<file path="config.mk">
export PLATFORM = sky130hd
export DESIGN_NAME = stage3_muldiv_unit
export DESIGN_NICKNAME = d
export VERILOG_FILES = /design/src/rtl/stage3_mdu_pkg.sv /design/src/rtl/stage3_div_core.sv /design/src/rtl/stage3_muldiv_unit.sv
export SDC_FILE = /design/constraint.sdc
export NUM_CORES = 2
export LEC_CHECK = 0
export CELL_PAD_IN_SITES_DETAIL_PLACEMENT = 0
export CELL_PAD_IN_SITES_GLOBAL_PLACEMENT = 2
export CORE_UTILIZATION = 30
export DETAILED_ROUTE_END_ITERATION = 16
export PLACE_DENSITY = 0.73
export SLEW_MARGIN = 20
export SYNTH_ARGS = -nofsm -noshare
export SYNTH_HDL_FRONTEND = slang
export SYNTH_SLANG_ARGS = --single-unit
</file>
<file path="constraint.sdc">
create_clock -name CLK -period 7.66 [get_ports CLK]
set_input_delay 1.532 -clock CLK [delete_from_list [all_inputs] [get_ports CLK]]
set_output_delay 1.532 -clock CLK [all_outputs]
set_load 0.01 [all_outputs]
</file>
<file path="src/rtl/stage3_mdu_pkg.sv">
// Shared definitions for the stage-3 M-extension execute unit:
// funct3 encodings, FSM state encoding and the default datapath width.
package stage3_mdu_pkg;

    localparam int unsigned MDU_WIDTH = 32;

    localparam logic [2:0] MDU_MUL    = 3'b000;
    localparam logic [2:0] MDU_MULH   = 3'b001;
    localparam logic [2:0] MDU_MULHSU = 3'b010;
    localparam logic [2:0] MDU_MULHU  = 3'b011;
    localparam logic [2:0] MDU_DIV    = 3'b100;
    localparam logic [2:0] MDU_DIVU   = 3'b101;
    localparam logic [2:0] MDU_REM    = 3'b110;
    localparam logic [2:0] MDU_REMU   = 3'b111;

    typedef enum logic [1:0] {
        ST_IDLE = 2'b00,
        ST_MUL  = 2'b01,
        ST_DIV  = 2'b10,
        ST_DONE = 2'b11
    } mdu_state_t;

endpackage

</file>
<file path="src/rtl/stage3_div_core.sv">
// Iterative unsigned restoring divider: one quotient bit per cycle, WIDTH cycles.
// A start pulse loads the operands; a one-cycle done pulse follows the last iteration.
module stage3_div_core
    import stage3_mdu_pkg::*;
#(
    parameter int unsigned WIDTH = MDU_WIDTH
) (
    input  logic             clk,
    input  logic             rst_n,
    input  logic             i_start,
    input  logic [WIDTH-1:0] i_dividend,
    input  logic [WIDTH-1:0] i_divisor,
    output logic             o_done,
    output logic [WIDTH-1:0] o_quotient,
    output logic [WIDTH-1:0] o_remainder
);

    localparam int unsigned CW = $clog2(WIDTH);

    logic             r_busy;
    logic             r_done;
    logic [CW-1:0]    r_cnt;
    logic [WIDTH-1:0] r_rem;
    logic [WIDTH-1:0] r_quo;
    logic [WIDTH-1:0] r_dvs;

    logic [WIDTH:0]   w_shift;
    logic [WIDTH:0]   w_diff;
    logic             w_fit;

    // Dividend bits shift out of the quotient register into the partial remainder.
    assign w_shift = {r_rem, r_quo[WIDTH-1]};
    assign w_diff  = w_shift - {1'b0, r_dvs};
    assign w_fit   = ~w_diff[WIDTH];

    always_ff @(posedge clk or negedge rst_n) begin
        if (!rst_n) begin
            r_busy <= 1'b0;
            r_done <= 1'b0;
            r_cnt  <= '0;
            r_rem  <= '0;
            r_quo  <= '0;
            r_dvs  <= '0;
        end else begin
            r_done <= 1'b0;
            if (i_start) begin
                r_busy <= 1'b1;
                r_cnt  <= CW'(WIDTH - 1);
                r_rem  <= '0;
                r_quo  <= i_dividend;
                r_dvs  <= i_divisor;
            end else if (r_busy) begin
                r_rem <= w_fit ? w_diff[WIDTH-1:0] : w_shift[WIDTH-1:0];
                r_quo <= {r_quo[WIDTH-2:0], w_fit};
                if (r_cnt == '0) begin
                    r_busy <= 1'b0;
                    r_done <= 1'b1;
                end else begin
                    r_cnt <= r_cnt - CW'(1);
                end
            end
        end
    end

    assign o_done      = r_done;
    assign o_quotient  = r_quo;
    assign o_remainder = r_rem;

endmodule

</file>
<file path="src/rtl/stage3_muldiv_unit.sv">
// Stage-3 RV32M execute unit: single-cycle registered multiply, iterative divide,
// divide special cases on a fast path, BUSY stall request to the hazard unit.
module stage3_muldiv_unit
    import stage3_mdu_pkg::*;
#(
    parameter int unsigned WIDTH = MDU_WIDTH
) (
    input  logic             CLK,
    input  logic             RESET,
    input  logic             START,
    input  logic [2:0]       MULDIV_SEL,
    input  logic [WIDTH-1:0] DATA1,
    input  logic [WIDTH-1:0] DATA2,
    output logic [WIDTH-1:0] RESULT,
    output logic             DONE,
    output logic             BUSY
);

    localparam int unsigned  PW      = 2 * WIDTH;
    localparam logic [WIDTH-1:0] SMIN = {1'b1, {(WIDTH-1){1'b0}}};

    mdu_state_t       r_state;
    mdu_state_t       w_state_nxt;
    logic [WIDTH-1:0] r_result;
    logic [WIDTH-1:0] w_result_nxt;
    logic             r_done;
    logic             w_done_nxt;
    logic             w_latch;
    logic [2:0]       r_sel;
    logic [WIDTH-1:0] r_a;
    logic [WIDTH-1:0] r_b;

    logic             w_div_start;
    logic             w_div_done;
    logic [WIDTH-1:0] w_div_quo;
    logic [WIDTH-1:0] w_div_rem;
    logic [WIDTH-1:0] w_abs_a;
    logic [WIDTH-1:0] w_abs_b;

    logic             w_a_sgn;
    logic             w_b_sgn;
    logic signed [PW-1:0] w_a_ext;
    logic signed [PW-1:0] w_b_ext;
    logic [PW-1:0]    w_prod;
    logic [WIDTH-1:0] w_mul_res;
    logic [WIDTH-1:0] w_spec_res;
    logic [WIDTH-1:0] w_quo_fix;
    logic [WIDTH-1:0] w_rem_fix;
    logic [WIDTH-1:0] w_div_res;

    // Divide-by-zero and signed overflow never go through the iterative divider.
    function automatic logic is_special(input logic [2:0] sel,
                                        input logic [WIDTH-1:0] a,
                                        input logic [WIDTH-1:0] b);
        return sel[2] & ((b == '0) | (~sel[0] & (a == SMIN) & (b == '1)));
    endfunction

    // Divider sees magnitudes for signed ops, taken straight from the live operands.
    always_comb begin
        w_abs_a = (~MULDIV_SEL[0] & DATA1[WIDTH-1]) ? -DATA1 : DATA1;
        w_abs_b = (~MULDIV_SEL[0] & DATA2[WIDTH-1]) ? -DATA2 : DATA2;
    end

    stage3_div_core #(
        .WIDTH (WIDTH)
    ) u_div_core (
        .clk         (CLK),
        .rst_n       (RESET),
        .i_start     (w_div_start),
        .i_dividend  (w_abs_a),
        .i_divisor   (w_abs_b),
        .o_done      (w_div_done),
        .o_quotient  (w_div_quo),
        .o_remainder (w_div_rem)
    );

    // Extending to 2*WIDTH gives the exact low 2*WIDTH product bits for every mix of signs.
    always_comb begin
        w_a_sgn   = (r_sel[1:0] != 2'b11);
        w_b_sgn   = ~r_sel[1];
        w_a_ext   = {{WIDTH{w_a_sgn & r_a[WIDTH-1]}}, r_a};
        w_b_ext   = {{WIDTH{w_b_sgn & r_b[WIDTH-1]}}, r_b};
        w_prod    = w_a_ext * w_b_ext;
        w_mul_res = (r_sel == MDU_MUL) ? w_prod[WIDTH-1:0] : w_prod[PW-1:WIDTH];
    end

    // Special-case and sign-corrected divider results; r_sel[1] selects remainder.
    always_comb begin
        if (r_b == '0) begin
            w_spec_res = r_sel[1] ? r_a : '1;
        end else begin
            w_spec_res = r_sel[1] ? '0 : SMIN;
        end
        w_quo_fix = (~r_sel[0] & (r_a[WIDTH-1] ^ r_b[WIDTH-1])) ? -w_div_quo : w_div_quo;
        w_rem_fix = (~r_sel[0] & r_a[WIDTH-1]) ? -w_div_rem : w_div_rem;
        w_div_res = r_sel[1] ? w_rem_fix : w_quo_fix;
    end

    always_ff @(posedge CLK or negedge RESET) begin
        if (!RESET) begin
            r_state <= ST_IDLE;
        end else begin
            r_state <= w_state_nxt;
        end
    end

    always_comb begin
        w_state_nxt  = r_state;
        w_result_nxt = r_result;
        w_done_nxt   = 1'b0;
        w_latch      = 1'b0;
        w_div_start  = 1'b0;
        case (r_state)
            ST_IDLE: begin
                if (START) begin
                    w_latch = 1'b1;
                    if (!MULDIV_SEL[2] || is_special(MULDIV_SEL, DATA1, DATA2)) begin
                        w_state_nxt = ST_MUL;
                    end else begin
                        w_state_nxt = ST_DIV;
                        w_div_start = 1'b1;
                    end
                end
            end
            ST_MUL: begin
                w_result_nxt = r_sel[2] ? w_spec_res : w_mul_res;
                w_done_nxt   = 1'b1;
                w_state_nxt  = ST_DONE;
            end
            ST_DIV: begin
                if (w_div_done) begin
                    w_result_nxt = w_div_res;
                    w_done_nxt   = 1'b1;
                    w_state_nxt  = ST_DONE;
                end
            end
            ST_DONE: begin
                w_state_nxt = ST_IDLE;
            end
            default: begin
                w_state_nxt = ST_IDLE;
            end
        endcase
    end

    always_ff @(posedge CLK or negedge RESET) begin
        if (!RESET) begin
            r_result <= '0;
            r_done   <= 1'b0;
            r_sel    <= '0;
            r_a      <= '0;
            r_b      <= '0;
        end else begin
            r_result <= w_result_nxt;
            r_done   <= w_done_nxt;
            if (w_latch) begin
                r_sel <= MULDIV_SEL;
                r_a   <= DATA1;
                r_b   <= DATA2;
            end
        end
    end

    assign RESULT = r_result;
    assign DONE   = r_done;
    // Low in the DONE cycle so the stage-3/4 register captures RESULT.
    assign BUSY   = RESET & ((r_state == ST_MUL) | (r_state == ST_DIV) |
                             ((r_state == ST_IDLE) & START));

endmodule

</file>
==> run summary <==
Reg2Reg Depth: 28
CP Launch Type: flop
input/output buffers: 103
Fin Clk Skew: 0.0265 ns
Top FF cell, synth: dfrtp_1
Final Max Slew Viols: 0
RSZ-0062 raised after global routing: true
Post-Syn Instances: 5860
Crit path top cell by count: fa_1
DRC: 0
CTS Hold Bufs: 0
M2 GR Usage: 0.353
CP startpoint: r_a[31]
Top delay family on crit path: adder cells
H-tree depth: 1
grt met3 use: 0.0149
Placer Congestion: 0.911
worst min-delay path startpoint: u_div_core.r_dvs[0]
final setup fails: 15
gr ovfl total: 0
CP Depth: 28
ys async rst share: 1.00
most common cell in the netlist: inv_1
crit path setup slack, layout: -0.279 ns
Site Rows: 152
number of I/O pins: 104
Crit Path Class: flop to flop
vias per cell: 4.88
Initial Utilization: 0.303
GRT busiest layer: met2
Hold Path Stages: 2
Max-slew headroom: 0.203
post-synth cell types: 81
mapped cell area: 52100 sq um
DP HPWL: 152 mm
nets: 7755
die area: 175000 sq um
Tmin final: 7.94 ns
Root Buffer: clkbuf_16
clk_lat worst skew: 0.62 ns
area leader, netlist: fa_1
Area Overhead vs Synth: 22.9%
layout cells sized above 1: 0.182
area of the core: 172000 sq um
Reg2Reg Setup Slack: -0.28 ns
die width: 419 um
ranking of synthesized cells by area: fa_1 43%, dfrtp_1 9.9%, inv_1 8.4%
Critical Path Fanout Max: 6
via count: 42100
Synth Warn #: 0
sequential area share after synthesis: 0.0985
number of global-route vias before repair: 44500
achievable frequency: 0.126 GHz
Initial DRC Count: 2847
chip height: 419 um
Total Wirelength: 189 mm
Reg-to-Reg End: RESULT[16]
Total GRT Usage: 0.211
TritonCTS clock tree: done
WP buf/inv: 9
post-synth top area share: 0.433
CP Data Required Time: 8.16 ns
fin cells: 8635
failing checks: setup timing
fin crit share: 1.04
antenna viol nets, final: 0
setup TNS: -1.62 ns
Hold EP: u_div_core.r_dvs[0]
synth cell count leaders: 1172 x inv_1, 1126 x fa_1, 874 x nand2_1
outcome: complete, but fails checks
Worst-Margin Slew: 1.19 ns
met1 capacity usage during global routing: 0.290
pre-CTS WS: -0.677 ns
Reg clk slew, reported paths: 0.06 ns
min-delay worst type: flop to flop
CTS Sinks: 205
Clock Path Buffers: 3
Worst Setup End Kind: flop
Mapped Nets: 7312
first-pass GRT wire length: 279 mm
Critical Path Slowest Stage Cell: fa_1
CP arrival: 8.44 ns
Hold Vio Cnt, Final: 0
cell count after placement: 8479
initial antenna violation count: 7
DR WL/cell: 21.9 um
#FFs+latches synth: 205
largest net degree at the start of global routing: 96
FF-to-FF Start: r_a[31]
CTS buffer count: 30
Synth Area per Inst: 8.89 sq um
Pre-antenna DRT Iters: 5
maximum capacitance violations: 0
critical path's largest stage delay: 0.58 ns
number of synthesized flops with an enable pin: 0
## cell families (layout without fill, tap and decap cells)
group                      count (synthesis)  after routing  synth area share
and+or+nand+nor                         1733           1733             0.157
other                                      0              1                 0
xor gates and xnor gates                 214            214            0.0361
adders and majority gates               1382           1382             0.494
muxes                                     96             96            0.0198
DFF                                      205            205            0.0985
AOI/OAI and AO/OA                        697            697            0.0827
buffers and inverters                   1533           1997             0.111
## metal layers
layer  share of wire  vias to the layer above
li1                -                    18700
met1            0.44                    22100
met2            0.47                     1077
met3           0.046                      238
met4           0.041                        2
met5        0.000069                        -
## metrics by stage
step	hold WS, ns	cell area, sq um	util
after global routing	0.552	64000	0.372
after floorplan	0.456	52200	-
final	0.517	64000	0.372
after CTS	0.511	62200	0.362
after global placement	0.494	59900	0.348
after detailed placement	0.498	59900	0.348
## repair_timing
action,CTS,global route
gates resized for setup,187,252
gates cloned,3,18
endpoints found under the hold margin,0,0
setup buffers,42,49
pin swaps,122,197
endpoints found under the setup margin,32,32
## sequential cells by signal, summed over array words and instances, names as in the netlist
register                flops
u_div_core.r_dvs           32
DONE                        1
u_div_core.r_busy           1
r_sel                       3
r_state                     2
u_div_core.o_remainder     32
u_div_core.r_cnt            5
u_div_core.o_quotient      32
r_b                        32
u_div_core.o_done           1
r_a                        32
RESULT                     32
## worst max path at each step
stage | slack (ns) | end
CTS | -0.23 | RESULT[16]
detailed placement | -0.68 | RESULT[16]
global placement | -0.65 | RESULT[16]
floorplan | -0.002 | RESULT[29]
global route | -0.48 | RESULT[28]
finish | -0.28 | RESULT[16]
## final cells by class
type,count,area (sq um)
Sequential cell,205,5160
Antenna cell,1,2.50
Clock inverter,14,195
Timing Repair Buffer,772,7680
Fill cell,17600,108000
Multi-Input combinational cell,4122,42900
Tap cell,2310,2890
Inverter,1172,4420
Clock buffer,39,805
## worst reg2reg max path, delay by kind of cell (launching register included)
family                     cells  cell delay [ns]
DFF                            1             0.37
xor gates and xnor gates       1             0.23
AOI/OAI and AO/OA              7             1.68
and+or+nand+nor                2             0.21
adders and majority gates      9             4.43
buffers and inverters          9             0.87
## placed cells by master (no fill, tap or decap), types with 24 or more instances in the layout
master	netlist	routed
buf_4	5	520
a31oi_1	49	45
inv_1	1172	1126
xnor2_1	135	125
mux2_2	57	56
fa_2	0	45
buf_12	0	88
dfrtp_2	0	24
dfrtp_1	205	180
a21oi_1	214	180
clkbuf_16	0	47
nor2_1	217	205
inv_2	0	40
ha_1	256	220
xor2_1	78	73
a21oi_2	0	28
a21o_1	38	38
clkdlybuf4s50_1	0	102
mux2i_1	39	38
nor3_1	38	33
o21ai_0	186	162
and2_1	371	349
buf_6	0	39
nand4_1	30	30
ha_4	0	35
nand3_1	32	30
nand2b_1	29	27
fa_1	1126	1081
nand2_1	874	845
Power is left out: the tool's default activity adds up to more than one toggle a clock period on the data nets, which glitch-free logic cannot reach.
